**src/rtl/seq_restoring_divider_16by8_pkg.sv**
```systemverilog
//------------------------------------------------------------------------------
// Module   : seq_restoring_divider_16by8_pkg
// Brief    : Widths, FSM encodings and saturation constant shared by the
//            16-by-8 restoring divider.
// Revision : 1.0 - initial release
//------------------------------------------------------------------------------
`default_nettype none

package seq_restoring_divider_16by8_pkg;

  localparam int DIVIDEND_W = 16;
  localparam int DIVISOR_W  = 8;

  localparam logic [1:0] IDLE = 2'd0;
  localparam logic [1:0] RUN  = 2'd1;
  localparam logic [1:0] DONE = 2'd2;

  localparam logic [DIVISOR_W-1:0] QUOT_SAT = 8'hFF;

endpackage

`default_nettype wire

```
**src/rtl/seq_restoring_divider_16by8_div_restore_step.sv**
```systemverilog
//------------------------------------------------------------------------------
// Module   : div_restore_step
// Brief    : One restoring-division iteration: trial-subtract the divisor from
//            {R, next bit} and keep the difference unless it borrows.
// Revision : 1.0 - initial release
//------------------------------------------------------------------------------
`default_nettype none

module div_restore_step
  import seq_restoring_divider_16by8_pkg::*;
(
  input  logic [DIVISOR_W-1:0] part_rem,
  input  logic                 next_bit,
  input  logic [DIVISOR_W-1:0] divisor,
  output logic [DIVISOR_W-1:0] part_rem_next,
  output logic                 quot_bit
);

  logic [DIVISOR_W:0]   w_trial;
  logic [DIVISOR_W+1:0] w_diff;
  logic                 w_unused_bits;

  assign w_trial = {part_rem, next_bit};
  assign w_diff  = {1'b0, w_trial} - {2'b00, divisor};

  // R < divisor keeps both dropped MSBs at 0 whenever their value matters.
  assign quot_bit      = ~w_diff[DIVISOR_W+1];
  assign part_rem_next = quot_bit ? w_diff[DIVISOR_W-1:0] : w_trial[DIVISOR_W-1:0];
  assign w_unused_bits = ^{w_diff[DIVISOR_W], w_trial[DIVISOR_W]};

endmodule

`default_nettype wire

```
**src/rtl/seq_restoring_divider_16by8.sv**
```systemverilog
//------------------------------------------------------------------------------
// Module   : seq_restoring_divider_16by8
// Brief    : Iterative 16/8 unsigned restoring divider, one quotient bit per
//            clock, valid/ready on both sides, optional skipped LSB iterations.
// Revision : 1.0 - initial release
//------------------------------------------------------------------------------
`default_nettype none

module seq_restoring_divider_16by8
  import seq_restoring_divider_16by8_pkg::*;
#(
  parameter int SKIP_LSB = 0
) (
  input  logic                  CLK,
  input  logic                  RST,
  input  logic                  in_valid,
  output logic                  in_ready,
  input  logic [DIVIDEND_W-1:0] dividend,
  input  logic [DIVISOR_W-1:0]  divisor,
  output logic                  out_valid,
  input  logic                  out_ready,
  output logic [DIVISOR_W-1:0]  quotient,
  output logic [DIVISOR_W-1:0]  remainder,
  output logic                  div_zero,
  output logic                  overflow
);

  localparam int         C_ITER = DIVISOR_W - SKIP_LSB;
  localparam logic [3:0] C_LAST = 4'(C_ITER - 1);

  logic [1:0]           r_state;
  logic [3:0]           r_count;
  logic [DIVISOR_W-1:0] r_part;
  logic [DIVISOR_W-1:0] r_shift;
  logic [DIVISOR_W-1:0] r_divisor;
  logic [DIVISOR_W-1:0] r_quotient;
  logic [DIVISOR_W-1:0] r_remainder;
  logic                 r_div_zero;
  logic                 r_overflow;

  logic [DIVISOR_W-1:0] w_part_next;
  logic [DIVISOR_W-1:0] w_shift_next;
  logic                 w_qbit;

  div_restore_step u_step (
    .part_rem      (r_part),
    .next_bit      (r_shift[DIVISOR_W-1]),
    .divisor       (r_divisor),
    .part_rem_next (w_part_next),
    .quot_bit      (w_qbit)
  );

  assign w_shift_next = {r_shift[DIVISOR_W-2:0], w_qbit};

  assign in_ready  = (r_state == IDLE);
  assign out_valid = (r_state == DONE);
  assign quotient  = r_quotient;
  assign remainder = r_remainder;
  assign div_zero  = r_div_zero;
  assign overflow  = r_overflow;

  always_ff @(posedge CLK) begin
    if (RST) begin
      r_state     <= IDLE;
      r_count     <= '0;
      r_part      <= '0;
      r_shift     <= '0;
      r_divisor   <= '0;
      r_quotient  <= '0;
      r_remainder <= '0;
      r_div_zero  <= 1'b0;
      r_overflow  <= 1'b0;
    end else begin
      case (r_state)
        IDLE: begin
          if (in_valid) begin
            r_divisor <= divisor;
            r_part    <= dividend[DIVIDEND_W-1:DIVISOR_W];
            r_shift   <= dividend[DIVISOR_W-1:0];
            r_count   <= '0;
            if (divisor == '0) begin
              r_state     <= DONE;
              r_div_zero  <= 1'b1;
              r_quotient  <= QUOT_SAT;
              r_remainder <= dividend[DIVISOR_W-1:0];
            end else if (dividend[DIVIDEND_W-1:DIVISOR_W] >= divisor) begin
              r_state     <= DONE;
              r_overflow  <= 1'b1;
              r_quotient  <= QUOT_SAT;
              r_remainder <= dividend[DIVISOR_W-1:0];
            end else begin
              r_state <= RUN;
            end
          end
        end
        RUN: begin
          r_part  <= w_part_next;
          r_shift <= w_shift_next;
          r_count <= r_count + 4'd1;
          if (r_count == C_LAST) begin
            r_state     <= DONE;
            r_count     <= '0;
            // After C_ITER shifts the quotient bits sit in the low C_ITER bits.
            r_quotient  <= w_shift_next << SKIP_LSB;
            r_remainder <= (SKIP_LSB == 0) ? w_part_next : '0;
          end
        end
        DONE: begin
          if (out_ready) begin
            r_state    <= IDLE;
            r_div_zero <= 1'b0;
            r_overflow <= 1'b0;
          end
        end
        default: r_state <= IDLE;
      endcase
    end
  end

endmodule

`default_nettype wire

```
**config.mk**
```make
export PLATFORM = sky130hd
export DESIGN_NAME = seq_restoring_divider_16by8
export DESIGN_NICKNAME = d
export VERILOG_FILES = /design/src/rtl/seq_restoring_divider_16by8_pkg.sv /design/src/rtl/seq_restoring_divider_16by8_div_restore_step.sv /design/src/rtl/seq_restoring_divider_16by8.sv
export SDC_FILE = /design/constraint.sdc
export NUM_CORES = 1
export LEC_CHECK = 0
export ABC_AREA = 0
export CELL_PAD_IN_SITES_DETAIL_PLACEMENT = 0
export CELL_PAD_IN_SITES_GLOBAL_PLACEMENT = 1
export CORE_MARGIN = 2
export CORE_UTILIZATION = 40
export DETAILED_ROUTE_END_ITERATION = 16
export GPL_TIMING_DRIVEN = 0
export HOLD_SLACK_MARGIN = 0.02
export PLACE_DENSITY = 0.91
export REMOVE_ABC_BUFFERS = 1
export SYNTH_ARGS = -nofsm -noshare
export SYNTH_HDL_FRONTEND = slang
export SYNTH_SLANG_ARGS = --single-unit
```
**constraint.sdc**
```tcl
create_clock -name CLK -period 5.2 [get_ports CLK]
set_clock_uncertainty 0.2 [all_clocks]
set_input_delay 0.78 -clock CLK [delete_from_list [all_inputs] [get_ports CLK]]
set_output_delay 0.78 -clock CLK [all_outputs]
set_load 0.005 [all_outputs]
```
# Word level (Yosys, flattened, before mapping)
# Cells that the tools add are included.
dict set report word_totals {
  out_inout_bits 20
  register_bits 48
  input_bits 28
  elab_cells 65
}
dict set report op_classes {
  mux 32
  add_sub_neg 2
  eq_ne 10
  reduce_logical 10
  order_cmp 1
  bitwise 1
}
# cell n
set ops {}
lappend ops {{$mux W8} 11}
lappend ops {{$pmux W8 S2} 4}
lappend ops {{$mux W2} 5}
lappend ops {{$sub A9 B8 Y10} 1}
lappend ops {{$ge A8 B8 Y1} 1}
lappend ops {{$logic_not A8 Y1} 1}
lappend ops {{$mux W4} 2}
lappend ops {{$pmux W4 S2} 1}
lappend ops {{$reduce_and A4 Y1} 2}
lappend ops {{$mux W1} 6}
lappend ops {{$ne A2 B1 Y1 const B} 3}
lappend ops {{$ne A2 B2 Y1 const B} 3}
lappend ops {{$pmux W2 S3} 1}
lappend ops {{$reduce_and A5 Y1} 1}
lappend ops {{$add A4 B1 Y4 const B} 1}
lappend ops {{$eq A4 B3 Y1 const B} 1}
lappend ops {{$pmux W1 S2} 2}
lappend ops {{$reduce_and A2 Y1} 2}
lappend ops {{$reduce_bool A2 Y1} 2}
lappend ops {{$ne A3 B1 Y1 const B} 1}
lappend ops {{$reduce_and A3 Y1} 1}
lappend ops {{$eq A2 B1 Y1 const B} 1}
lappend ops {{$eq A2 B2 Y1 const B} 1}
lappend ops {{$logic_not A2 Y1} 1}
lappend ops {{$not A1 Y1} 1}

# Longest topological paths before layout
# Gate-level depths: netlist of the first run.
dict set report depth {
  ltp_word 5
  ltp_mapped 10
  mapped_depth_nobuf 10
}

# Cells and area by module
# Synthesis of the first run repeated with hierarchy kept, for this count alone.
dict set report unflattened {
  hier_cells 343
  hier_area_um2 2830.2
}
# module seq_area_each_um2 n_inst area_each_um2 cells_each
set by_module_without_submodules {}
lappend by_module_without_submodules {seq_restoring_divider_16by8 960.9 1 2333.5 283}
lappend by_module_without_submodules {div_restore_step 0.0 1 496.7 60}

# Least setup slack after synthesis of the first run
# No wires, ideal clock.
dict set report synth_timing {
  kind {input -> register}
  start {in divisor[5]}
  end {reg r_remainder[3], in the netlist remainder[3]}
  cell_stages 8
  t_required_ps 4881
  setup_slack_ps 2788
  t_arrival_ps 2094
  path_cell_list {inv_1 ha_1 a211oi_1 o21ai_0 a21oi_2 a21oi_2 buf_4 o221a_2}
}
dict set report synth_between {
  elab_chain_len 4
}
# item line_no
set synth_lines {}
lappend synth_lines {{from (decl)} seq_restoring_divider_16by8.sv:19} ;# input logic [DIVISOR_W-1:0] divisor,
lappend synth_lines {{branches (longest 4 deep; another with $ge A8 B8 Y1)} -}
lappend synth_lines {{to (signal assigned)} seq_restoring_divider_16by8.sv:85} ;# r_remainder <= dividend[DIVISOR_W-1:0];
lappend synth_lines {{to (signal assigned)} seq_restoring_divider_16by8.sv:90} ;# r_remainder <= dividend[DIVISOR_W-1:0];
lappend synth_lines {{to (signal assigned)} seq_restoring_divider_16by8.sv:105} ;# r_remainder <= (SKIP_LSB == 0) ? w_part_next : '0;
lappend synth_lines {{to (decl)} seq_restoring_divider_16by8.sv:37} ;# logic [DIVISOR_W-1:0] r_remainder;
# Several ways; the timed one is not identified. The select of a mux whose other input is x is not followed.
# A chain may end at the register's enable or synchronous reset.

# Final worst setup path of the first run
dict set report layout_timing {
  start {in in_valid}
  end {reg r_remainder[3], in the netlist remainder[3]}
}
dict set report layout_between {
  elab_chain_len 2
}
# item line_no
set layout_lines {}
lappend layout_lines {{from (decl)} seq_restoring_divider_16by8.sv:16} ;# input logic in_valid,
lappend layout_lines {{$ne A2 B2 Y1 (no line)} -}
lappend layout_lines {{$reduce_and A4 Y1 (no line)} -}
# No other way between the ends.

==> flow_metrics.tcl, run 1 <==
set metrics [dict create \
    slew_viol_final 0 \
    via_per_inst 5.55 \
    p_comb_share_pct 39.4 \
    hold_path_class "flip-flop to flip-flop" \
    power.leakage_nw 1.26 \
    finalWirelength_um 6560 \
    initial_core_util_pct 41.7 \
    dp_hpwl_um 4680 \
    postRouteAntennaNets 0 \
    cap_violations 0 \
    cpMaxStageDelayCell "nor2_2" \
    grt_pass1_vias 2425 \
    swShare_pct 36.2 \
    drive_above_1_share_pct 7.07 \
    cts_max_path_buffers 2 \
    failed_checks "design-rule violations" \
    antennaDiodeCount 0 \
    clkTransAtPathRegs_ps 100 \
    power_density_mw_per_mm2 363 \
    drc 3 \
    cts_setup_buffers 0 \
    place.port_buffers 47 \
    end_kind "flip-flop" \
    overflow 0 \
    hold_viol 0 \
    slew_headroom_pct 23.6 \
    io_pins 48 \
    holdBufCountCts 0 \
    netSwitchingPower_mw 0.427 \
    core_mm2 0.00642 \
    cts_tree "yes" \
    numCtsBuffers 5 \
    vdd_drop_max_mv 0.145 \
    arrival_ps 3660 \
    num_vias 2469 \
    fp.dieArea_mm2 0.00736 \
    rows 29 \
    grt.total_usage_pct 18.6 \
    clock_latency_ps 310 \
    crit_top_cell "nand2_1" \
    first_pass_iters 10 \
    layout.nets 413 \
    period_minus_slack_ps 3650 \
    max_freq_mhz 274 \
    setup_tns_ps 0 \
    post-route-util_pct 50.6 \
    syn_inst 333 \
    grt_first_pass_wirelength_um 11000 \
    worstSetupStartpointType "primary input" \
    yosys_warnings 0 \
    grt_max_degree 39 \
    area_delta_synth_final_pct 21.4 \
    slowest_delay_ps 890 \
    finalSetupViolations 0 \
    worst_pin_slew_ps 1140 \
    crit_buf_inv 1 \
    outcome "finished, violations left" \
    wl_per_cell_um 14.7 \
    drtIter0Drc 181 \
    p_clk_share_pct 20.7 \
    internal-power_mw 0.753 \
    place.gp.congestion 0.777 \
    htreeDepth 2 \
    cts-root-buf "clkbuf_8" \
    path_max_fanout 31 \
    ctsResizeCount 0 \
    cts_sinks 48 \
    yosys.cell_types.count 52 \
    synth_seq_cells 48 \
    ys_seq_area_share_pct 35.9 \
    seq_power_share_pct 39.9 \
    crit_type "primary input to flip-flop" \
    die_w_um 85.8 \
    rsz0062_at_grt "false" \
    worstPathRequired_ps 5210 \
    min_period_over_period_pct 70.2 \
    avgSynthCellArea_um2 8.04 \
    crit_chain "clkdlybuf4s50_1 -> nor2_1 -> nor2_2 -> nand2_1 -> a21oi_4 -> nand2_1 -> o221a_2" \
    syn_area_mm2 0.00268 \
    antenna_found_initial 0 \
    die_h_um 85.8 \
    crit_family "simple AND/OR/NAND/NOR gates" \
]
[cell families after synthesis]
kind of cell	after synthesis	share of synthesized area, %
simple gates	119	19.8
compound gates	96	24.9
mux	5	2.15
fa+ha+maj	18	8.70
xor+xnor	6	1.96
buf+inv	41	6.59
flops	48	35.9
[cell type report]
class,instances,area [µm²]
inverter,21,78.8
timing repair buffer,47,465
sequential,48,961
clock inverter,2,15.0
fill,644,3170
clock buffer,6,82.6
tap,77,96.3
multi-input combinational,244,1550
[final timing paths]
check / end / from / slack [ps] / cells past startpoint
min: r_divisor[6] / r_divisor[6] / 260 / 2
max: remainder[3] / in_valid / 1550 / 7
max reg2reg: remainder[3] / r_state[0] / 1800 / 6
min reg2reg: r_divisor[6] / r_divisor[6] / 260 / 2
[metrics by stage]
| stage | worst slack, ps | total power, mW | cell area [µm²] | hold WS (ps) | instances |
|---|---|---|---|---|---|
| after detailed placement | 950 | 0.940 | 3140 | 247 | 437 |
| after CTS | 1290 | 1.18 | 3240 | 260 | 445 |
| final | 1550 | 1.18 | 3250 | 260 | 445 |
| after global placement | 976 | 0.930 | 3150 | 245 | 437 |
| after global routing | 1340 | 1.26 | 3250 | 282 | 445 |
| after floorplan | 2220 | 0.776 | 2580 | 230 | 313 |
[worst register-to-register path, cell delays in order, from the launching register on]
cell     delay (ps)
dfxtp_1         700
nor2_1          140
nor2_2          890
nand2_1         280
a21oi_4         710
nand2_1         130
o221a_2         260
[power groups by stage]
stage / clock, mW / sequential (mW) / combinational (mW)
floorplan: 0 / 0.471 / 0.305
global placement: 0 / 0.477 / 0.453
detailed placement: 0 / 0.478 / 0.462
CTS: 0.249 / 0.470 / 0.464
global route: 0.262 / 0.479 / 0.522
finish: 0.245 / 0.470 / 0.465
[per-layer routing]
layer,share of wire (%),track usage (%),vias up
met2,47,32.0,57
met3,4.2,2.41,8
met1,47,23.9,1164
li1,-,-,1240
met4,1.4,6.35,0
met5,0,0,-
[cell usage in the layout (no fill, tap or decap), types with 6 or more instances in the layout]
master           instances
a211oi_1                12
a21oi_1                 24
a31oi_1                  9
clkbuf_8                 6
clkdlybuf4s50_1         46
dfxtp_1                 48
ha_1                    17
inv_1                   21
nand2_1                 40
nand2b_1                10
nor2_1                  43
nor3_1                   7
o21ai_0                 14
[cells in the mapped netlist, drive strengths merged]
cell type / instances / area (µm²)
a211oi: 15 / 128
o211ai: 5 / 37.5
nor2: 44 / 168
nor2b: 3 / 18.8
fa: 1 / 20.0
nand4: 2 / 12.5
nor3: 7 / 35.0
a22oi: 2 / 15.0
xor2: 2 / 17.5
clkbuf: 11 / 41.3
xnor2: 4 / 35.0
o21ai: 17 / 88.8
mux2i: 2 / 20.0
o32ai: 1 / 8.76
nor3b: 1 / 7.51
o21bai: 2 / 26.3
dfxtp: 48 / 961
inv: 21 / 78.8
nand4b: 1 / 8.76
nand3: 1 / 5.00
and2: 5 / 31.3
o22ai: 2 / 12.5
o21a: 1 / 7.51
or2: 2 / 12.5
a221oi: 2 / 17.5
a31oi: 9 / 56.3
ha: 17 / 213
a21o: 2 / 15.0
o31ai: 1 / 7.51
buf: 9 / 56.3
nor4: 2 / 12.5
a21oi: 27 / 146
nand2: 41 / 156
mux2: 3 / 37.5
nand2b: 10 / 62.6
a311oi: 6 / 58.8
o2111ai: 1 / 8.76
o221ai: 1 / 8.76
o221a: 2 / 22.5
[registers in the layout, indices dropped and copies added, names as in the netlist]
name       cells
r_divisor      8
div_zero       1
quotient       8
r_part         8
remainder      8
r_state        2
r_shift        8
r_count        4
overflow       1
Note: power is estimated with default switching activity, not from simulation.
==> run 2, diff against run 1 <==
Settings changed: CORE_UTILIZATION 40 to 39, PLACE_DENSITY 0.91 to 0.89.
Clock period 5.2 ns to 3.4 ns, I/O delays scaled along.
==> flow_metrics.tcl, run 2 (same netlist as run 1, synthesis figures left out) <==
set metrics [dict create \
    drtIter0Drc 127 \
    crit_top_cell "nand2_1" \
    rsz0062_at_grt "false" \
    crit_family "simple AND/OR/NAND/NOR gates" \
    die_h_um 86.8 \
    hold_path_class "flip-flop to flip-flop" \
    arrival_ps 3050 \
    cp-startpoint "r_state[0]" \
    layout_common_cells "48 x dfxtp_1, 46 x clkdlybuf4s50_1, 43 x nor2_1" \
    grt_first_pass_wirelength_um 10900 \
    clock_latency_ps 310 \
    critPathCapture "remainder[3]" \
    clkTransAtPathRegs_ps 90 \
    r2r_slack_ps 350 \
    worst-path-stages 6 \
    antenna_found_initial 0 \
    internal-power_mw 1.15 \
    num_vias 2452 \
    slew_headroom_pct 45.6 \
    cap_violations 0 \
    netSwitchingPower_mw 0.649 \
    finalPower_mw 1.80 \
    cpMaxStageDelayCell "dfxtp_1" \
    hold_viol 0 \
    power.leakage_nw 1.26 \
    core_mm2 0.00672 \
    first_pass_iters 4 \
    path_max_fanout 31 \
    crit_buf_inv 0 \
    worst_pin_slew_ps 815 \
    wl_per_cell_um 14.7 \
    rows 30 \
    overflow 0 \
    seq_power_share_pct 40.1 \
    cts_max_path_buffers 2 \
    setup_tns_ps 0 \
    postRouteAntennaNets 0 \
    vdd_drop_max_mv 0.202 \
    area_delta_synth_final_pct 21.7 \
    slew_viol_final 0 \
    r2r_end "remainder[3]" \
    die_w_um 86.8 \
    place.gp.congestion 0.820 \
    crit_type "flip-flop to flip-flop" \
    placed_area_mm2 0.00314 \
    period_minus_slack_ps 3050 \
    final_common_cell "dfxtp_1" \
    holdBufCountCts 0 \
    io_pins 48 \
    max_freq_mhz 328 \
    via_per_inst 5.47 \
    cts_setup_buffers 0 \
    design_area_mm2 0.00326 \
    htreeDepth 2 \
    min_period_over_period_pct 89.6 \
    r2r_cells 6 \
    numCtsBuffers 5 \
    place.port_buffers 47 \
    worstSetupStartpointType "flip-flop" \
    dp_hpwl_um 4720 \
    p_comb_share_pct 39.4 \
    p_clk_share_pct 20.5 \
    drive_above_1_share_pct 7.07 \
    finalSetupViolations 0 \
    outcome "finished, final reports clean" \
    cts_sinks 48 \
    end_kind "flip-flop" \
    initial_core_util_pct 39.8 \
    cts_tree "yes" \
    finalWirelength_um 6590 \
    fp.dieArea_mm2 0.00754 \
    worstPathRequired_ps 3400 \
    crit_chain "nor2_1 -> nor2_4 -> nand2_1 -> a21oi_4 -> nand2_1 -> o221a_2" \
    grt_max_degree 39 \
    layout.nets 413 \
    power_density_mw_per_mm2 553 \
    cts-root-buf "clkbuf_8" \
    drc 0 \
    grt_pass1_vias 2370 \
    slowest_delay_ps 720 \
    grt.total_usage_pct 18.0 \
    antennaDiodeCount 0 \
    swShare_pct 36.0 \
    r2r_start "r_state[0]" \
]
[run 2: repair_timing]
item                                    in CTS  in global routing
endpoints found under the hold margin        0                  0
pin swaps                                    0                  0
endpoints found under the setup margin      16                 16
resized for setup                            1                  1
[run 2: area by class of cell]
type	count	area, µm²
inverter	21	78.8
fill	662	3460
sequential	48	961
tap	80	100
multi-input combinational	244	1550
clock inverter	2	15.0
clock buffer	6	82.6
timing repair buffer	47	465
[run 2: layer usage]
layer	wire length (µm)	track usage [%]
met4	93	4.55
met5	0	0
met1	3060	23.3
met3	279	3.81
met2	3150	30.6
[run 2: metrics by stage]
step                std cells  worst slack [ps]  utilization [%]  hold slack [ps]
finish                    448               353             48.5              262
detailed placement        440              -580             46.8              250
CTS                       448              13.5             48.4              263
global route              448               128             48.5              285
floorplan                 313               614                -              230
global placement          440              -520             46.9              244
[run 2: power groups by stage]
stage	Clock, mW	Combinational, mW	Sequential [mW]
after floorplan	0	0.466	0.720
after global placement	0	0.692	0.731
after detailed placement	0	0.704	0.732
after CTS	0.382	0.712	0.720
after global routing	0.403	0.794	0.733
final	0.369	0.710	0.722
[run 2: worst min-delay path, cell delays in order, from the launching register on]
cell and delay (ps):
dfxtp_1 320, nand2_1 50, a21oi_1 50
[run 2: worst min path at each step]
| stage | start | endpoint | slack [ps] | cells past startpoint |
|---|---|---|---|---|
| 6_report | r_divisor[6] | r_divisor[6] | 260 | 2 |
| 5_1_grt | r_divisor[1] | r_divisor[1] | 280 | 2 |
| 4_1_cts | r_divisor[5] | r_divisor[5] | 260 | 2 |
| 3_5_place_dp | r_divisor[5] | r_divisor[5] | 250 | 2 |
| 3_3_place_gp | r_divisor[7] | r_divisor[7] | 240 | 2 |
| 2_1_floorplan | r_divisor[1] | r_divisor[1] | 230 | 2 |
==> run 3, diff against run 2 <==
Settings changed: SKIP_CTS_REPAIR_TIMING set to 1.
==> flow_metrics.tcl, run 3 (same netlist as run 1, synthesis figures left out) <==
set metrics [dict create \
    fp.dieArea_mm2 0.00754 \
    final_common_cell "dfxtp_1" \
    cts-root-buf "clkbuf_8" \
    min_path_cells 2 \
    io_pins 48 \
    power.leakage_nw 1.26 \
    via_per_inst 5.45 \
    dp_slack_ps -580 \
    place.port_buffers 47 \
    path_max_fanout 31 \
    seq_area_um2 961 \
    num_vias 2442 \
    drc 0 \
    top_layer "met4" \
    cap_violations 0 \
    r2r_end "remainder[3]" \
    met3_length_um 253 \
    placed_area_mm2 0.00314 \
    core_mm2 0.00672 \
    grt_pass1_vias 2390 \
    end_kind "flip-flop" \
    die_h_um 86.8 \
    hold_path_class "flip-flop to flip-flop" \
    cts_tree "yes" \
    power_density_mw_per_mm2 553 \
    r2r_start "r_state[0]" \
    min_period_over_period_pct 89.9 \
    wl_per_cell_um 14.7 \
    worstPathRequired_ps 3410 \
    outcome "finished, final reports clean" \
    slew_viol_final 0 \
    drive_above_1_share_pct 7.07 \
    hold_viol 0 \
    htreeDepth 2 \
    fin_cells 448 \
    rsz0062_at_grt "false" \
    worstSetupStartpointType "flip-flop" \
    clkTransAtPathRegs_ps 90 \
    cts_sinks 48 \
    fillers 662 \
    arrival_ps 3060 \
    place.gp.congestion 0.820 \
    wl_met2_um 3160 \
    r2r_slack_ps 340 \
    layout_common_cells "48 x dfxtp_1, 46 x clkdlybuf4s50_1, 43 x nor2_1" \
    dp_cells 440 \
    drtIter0Drc 134 \
    clock_latency_ps 310 \
    setup_slack_ps 344 \
    slew_headroom_pct 45.3 \
    first_pass_iters 4 \
    overflow 0 \
    numCtsBuffers 5 \
    grt.total_usage_pct 18.0 \
    antenna_found_initial 0 \
    max_freq_mhz 327 \
    hp-start "r_divisor[6]" \
    wl_met1_um 3090 \
    finalSetupViolations 0 \
    layout.nets 413 \
    setup_tns_ps 0 \
    grt_max_degree 39 \
    grt_first_pass_wirelength_um 10900 \
    period_minus_slack_ps 3060 \
    dp_hpwl_um 4720 \
    antennaDiodeCount 0 \
    initial_core_util_pct 39.8 \
    postRouteAntennaNets 0 \
    hold_end "r_divisor[6]" \
    vdd_drop_max_mv 0.202 \
    multi_input_area_mm2 0.00155 \
    worst_pin_slew_ps 819 \
    finalWirelength_um 6600 \
    crit_type "flip-flop to flip-flop" \
    r2r_cells 6 \
    rows 30 \
    die_w_um 86.8 \
    cts_max_path_buffers 2 \
    area_delta_synth_final_pct 21.7 \
    design_area_mm2 0.00326 \
]
==> run 3: where the power goes <==
part	internal [mW]	switching [mW]
Sequential	0.652	0.0699
Clock	0.165	0.204
Combinational	0.335	0.376
==> run 3: worst max-delay path by stage <==
stage | startpoint | slack, ps | end
3_3_place_gp | in_valid | -520 | remainder[3]
6_report | r_state[0] | 340 | remainder[3]
3_5_place_dp | in_valid | -580 | remainder[3]
2_1_floorplan | r_state[0] | 610 | remainder[3]
5_1_grt | r_state[0] | 130 | remainder[3]
4_1_cts | r_state[0] | -310 | remainder[3]
==> run 3: layout make-up <==
type / instances / area share [%]
clock buffer: 6 / 2.54
clock inverter: 2 / 0.461
inverter: 21 / 2.42
multi-input combinational: 244 / 47.7
sequential: 48 / 29.5
tap: 80 / 3.07
timing repair buffer: 47 / 14.3
==> run 3: worst max-delay path, stage by stage, from the launching register on <==
cell     delay [ps]
dfxtp_1         720
nor2_1          180
nor2_4          540
nand2_1         220
a21oi_4         680
nand2_1         120
o221a_2         260
==> run 3: layer usage <==
metal  global-route usage [%]  up-vias
met3                     3.81        8
met4                     4.55        0
li1                         -     1238
met5                        0        -
met1                     22.9     1150
met2                     31.0       46
==> run 3: metrics by stage <==
step / total power, mW / hold slack (ps) / utilization [%]
floorplan: 1.19 / 230 / -
global route: 1.93 / 285 / 48.5
detailed placement: 1.44 / 250 / 46.8
finish: 1.80 / 262 / 48.5
CTS: 1.81 / 263 / 48.2
global placement: 1.42 / 244 / 46.9
==> edit 1 (settings of run 3) <==
Make the reset (`RST`) asynchronous in one clocked block.
--- a/src/rtl/seq_restoring_divider_16by8.sv
+++ b/src/rtl/seq_restoring_divider_16by8.sv
@@ -59,7 +59,7 @@
   assign div_zero  = r_div_zero;
   assign overflow  = r_overflow;
 
-  always_ff @(posedge CLK) begin
+  always_ff @(posedge CLK or posedge RST) begin
     if (RST) begin
       r_state     <= IDLE;
       r_count     <= '0;
Behaviour: differs if RST is asserted again (counterexample within 4 cycles, from zero or initial values and one cycle with RST high); with RST held inactive, the same outputs for 4 cycles.
==> edit 1 against run 3 <==
Synthesized area is essentially flat. Setup slack improved by 0.26 ns. Sequential cell count stayed put. Design area is 1.9% higher. Wire length decreased by 8.6%. Utilization increased by 0.93 points. Register-to-register slack gained 0.45 ns.
Power is not compared: it rests on default switching activity, and its combinational part moved more than twofold at a synthesized area within 25%.
==> edit 1: results (changes against run 3) <==
| Metric | Value |
|---|---|
| Reg-to-reg slack, setup | 0.79 ns (+0.45 ns) |
| Max_slew headroom | 0.274 (-0.179) |
| Clock slew at reported path FFs | 0.09 ns (about the same) |
| CTS buffer count | 5 (unchanged) |
| Vias | 2238 (-8.4%) |
| First-pass GRT wire length | 10.6 mm (-2.6%) |
| Hold Path Depth | 1 (-1) |
| Async SR Flop Fraction | 1.00 (+1.00) |
| HP Class | flop to flop |
| Synth top area cells | dfrtp_1, ha_1, nor2_1 |
| Min-delay src | r_count[3] |
| RD Place Congestion | 0.824 (+0.52%) |
| Sequential fraction of the synthesis area | 0.448 (+0.0893) |
| Met3 Use GR | 0.0360 (-0.00208) |
| Drt pass-1 iters | 7 (+3) |
| Maximum fanout along the worst path | 33 (+6.5%) |
| Clock tree buffer depth | 2 (unchanged) |
| Layout cells sized above 1 | 0.0532 (-0.0174) |
| Post-place instance area | 3220 um2 (+2.3%) |
| Worst skew pair latency | 0.31 ns (about the same) |
| M1 GR Usage | 0.241 (+0.0124) |
| Nets | 402 (-2.7%) |
| Slew Limit Fails | 0 (unchanged) |
| YS warnings | 0 (unchanged) |
| Final wirelength | 6.03 mm (-8.6%) |
| Outcome | completed |
| Placed wire-length estimate | 4.45 mm (-5.7%) |
| Arrival time at the worst endpoint | 2.83 ns (-0.23 ns) |
| Critical path origin | divisor[2] |
| Synth unique cells | 41 (-21%) |
| Initial drt markers | 119 (-11%) |
| Reg-to-Reg Start | r_part[5] |
| Top post-synthesis cells by count | dfrtp_1, nor2_1, nand2_1 |
| Met2 Usage GRT | 0.294 (-0.0167) |
| Largest net degree at the start of global routing | 34 (-13%) |
| R2R cell count | 7 (+1) |
| Total track usage | 0.179 (-0.00112) |
| Peak supply drop | 0.496 mV |
## edit 1: cell count changes in the layout (fill, tap and decap cells not counted), moves of 5 or more
cell / change
dfrtp_1: +48
dfxtp_1: -48
o21ai_0: +15
nand2b_1: -9
a211oi_1: -8
a311oi_1: -5
inv_1: +5
## edit 1: critical path, stage by stage
cell and delay [ns]:
clkdlybuf4s50_1 0.51, inv_1 0.05, ha_1 0.25, o21ai_0 0.07
o21ai_0 0.22, a21oi_1 0.20, a21oi_4 0.65, o21ai_0 0.20
o22ai_1 0.15
## edit 1: final cells by class
type	instances	area, um2
inverters	27	101
well taps	80	100
flip-flops and latches	48	1200
clock inverters	1	7.51
repair buffers	49	498
fillers	645	3400
multi-input cells	225	1330
clock buffers	7	86.3
## edit 1: logic make-up (layout without fill, tap and decap cells)
logic type,after synthesis,after routing,synth area share
buf+inv,42,84,0.0607
xor+xnor,4,4,0.0131
flops,48,48,0.448
mux,2,2,0.00794
fa+ha+maj,18,18,0.0869
compound gates,93,93,0.209
simple gates,108,108,0.174
## edit 1: metrics by stage
step / util / hold WS (ns) / setup WS [ns] / power, mW / cells
6_report: 0.494 / 0.279 / 0.603 / 3.15 / 437
5_1_grt: 0.494 / 0.328 / 0.394 / 3.48 / 437
4_1_cts: 0.493 / 0.283 / 0.268 / 3.17 / 437
3_5_place_dp: 0.479 / 0.271 / -0.0475 / 2.80 / 429
3_3_place_gp: 0.474 / 0.261 / -0.637 / 2.75 / 427
2_1_floorplan: - / 0.248 / 0.655 / 2.22 / 300
## edit 1: power by group
part / internal [mW] / switching (mW) / total [mW] / leakage (nW)
logic: 0.770 / 0.998 / 1.77 / 0.822
clock network: 0.166 / 0.196 / 0.362 / 0.0445
registers: 0.834 / 0.183 / 1.02 / 0.549
## edit 1: routing by layer
layer | up-vias | part of all wire | wire length (um)
met2 | 31 | 0.47 | 2860
met1 | 1040 | 0.48 | 2910
met4 | 0 | 0.011 | 65
met5 | - | 0 | 0
li1 | 1161 | - | -
met3 | 6 | 0.033 | 198
## edit 1: final timing paths
check	end
setup / recovery	remainder[4]
max in group asynchronous	overflow
setup reg to reg	remainder[3]
min in group asynchronous	remainder[1]
hold reg to reg	r_count[3]
hold / removal	r_count[3]
==> edit 2 (config.mk and constraints of run 3) <==
Made on the original files. Add an input register stage for `dividend`, without a reset; this delays it by one clock. The other inputs are not delayed to match.
--- a/src/rtl/seq_restoring_divider_16by8.sv
+++ b/src/rtl/seq_restoring_divider_16by8.sv
@@ -27,6 +27,12 @@
 
   localparam int         C_ITER = DIVISOR_W - SKIP_LSB;
   localparam logic [3:0] C_LAST = 4'(C_ITER - 1);
+
+  logic [DIVIDEND_W-1:0] dividend_q;
+
+  always_ff @(posedge CLK) begin
+    dividend_q <= dividend;
+  end
 
   logic [1:0]           r_state;
   logic [3:0]           r_count;
@@ -75,19 +81,19 @@
         IDLE: begin
           if (in_valid) begin
             r_divisor <= divisor;
-            r_part    <= dividend[DIVIDEND_W-1:DIVISOR_W];
-            r_shift   <= dividend[DIVISOR_W-1:0];
+            r_part    <= dividend_q[DIVIDEND_W-1:DIVISOR_W];
+            r_shift   <= dividend_q[DIVISOR_W-1:0];
             r_count   <= '0;
             if (divisor == '0) begin
               r_state     <= DONE;
               r_div_zero  <= 1'b1;
               r_quotient  <= QUOT_SAT;
-              r_remainder <= dividend[DIVISOR_W-1:0];
-            end else if (dividend[DIVIDEND_W-1:DIVISOR_W] >= divisor) begin
+              r_remainder <= dividend_q[DIVISOR_W-1:0];
+            end else if (dividend_q[DIVIDEND_W-1:DIVISOR_W] >= divisor) begin
               r_state     <= DONE;
               r_overflow  <= 1'b1;
               r_quotient  <= QUOT_SAT;
-              r_remainder <= dividend[DIVISOR_W-1:0];
+              r_remainder <= dividend_q[DIVISOR_W-1:0];
             end else begin
               r_state <= RUN;
             end
Function: changed (Yosys sat finds a counterexample within 4 cycles, from zero or initial values and one cycle with RST high).
==> edit 2 against run 3 <==
Design area is 15% higher. Sequential cell count is 16 higher. Synthesized area is 11% higher. Setup slack better by 0.096 ns. Wire length is 1.3% higher. Total power is 32% higher. Combinational power is 1% lower. Non-clock buffer count is 1 higher.
==> edit 2: results (changes against run 3) <==
| Metric | Value |
|---|---|
| Met2 routed WL | 3.28 mm (+3.8%) |
| Sw Pwr | 0.724 mW (+11%) |
| RD Place Congestion | 0.789 (-3.8%) |
| Met2 Usage GRT | 0.305 (-0.00567) |
| Vias | 2543 (+4.1%) |
| Mapped Avg Cell Area | 8.53 um2 (+6.2%) |
| Wire length on met3 | 212 um (-16%) |
| First-pass GRT wire length | 11.5 mm (+5.3%) |
| Clock Power | 0.755 mW (+100%) |
| Lkg Pwr | 1.46 nW (+16%) |
| Post-place instance area | 3490 um2 (+11%) |
| Placed cell count | 476 (+8.2%) |
| Outcome | completed |
| Top post-synthesis cells by count | dfxtp_1, nand2_1, nor2_1 |
| Initial drt markers | 152 (+13%) |
| Worst skew pair latency | 0.33 ns (+0.02 ns) |
| Metal1 wirelength | 3.11 mm (+0.58%) |
| Clock slew at reported path FFs | 0.07 ns (-0.02 ns) |
| DR vias/cell | 5.17 (-5.2%) |
| Worst Tran Pin Value | 0.886 ns (+0.0671 ns) |
| Sequential fraction of the synthesis area | 0.430 (+0.0712) |
| Part of the power in registers | 0.388 (-0.013) |
| Nets | 434 (+5.1%) |
| CTS buffer count | 9 (+4) |
| M1 GR Usage | 0.203 (-0.0252) |
| Fillers | 702 (+6.0%) |
| Layout cells sized above 1 | 0.0763 (+0.00568) |
## edit 2: area by class of cell
class	instances	area, um2	area share
Multi-Input combinational cell	244	1530	0.411
Timing Repair Buffer	48	480	0.129
Clock buffer	14	173	0.0463
Tap cell	99	124	0.0332
Clock inverter	2	60.1	0.0161
Inverter	21	78.8	0.0211
Sequential cell	64	1280	0.343
## edit 2: kinds of logic (layout without fill, tap and decap cells)
group	after synthesis	count (layout)	share of synthesized area
compound gates	90	90	0.211
xor+xnor	6	6	0.0176
fa+ha+maj	18	18	0.0782
buf+inv	41	85	0.0588
flops	64	64	0.430
mux	5	5	0.0193
simple gates	125	125	0.185
## edit 2: path summary, 6_finish.rpt
check	from	to	slack, ns
worst max-delay path	r_state[0]	remainder[3]	0.44
worst min-delay path	r_divisor[1]	r_divisor[1]	0.26
worst max register to register	r_state[0]	remainder[3]	0.44
worst min register to register	r_divisor[1]	r_divisor[1]	0.26
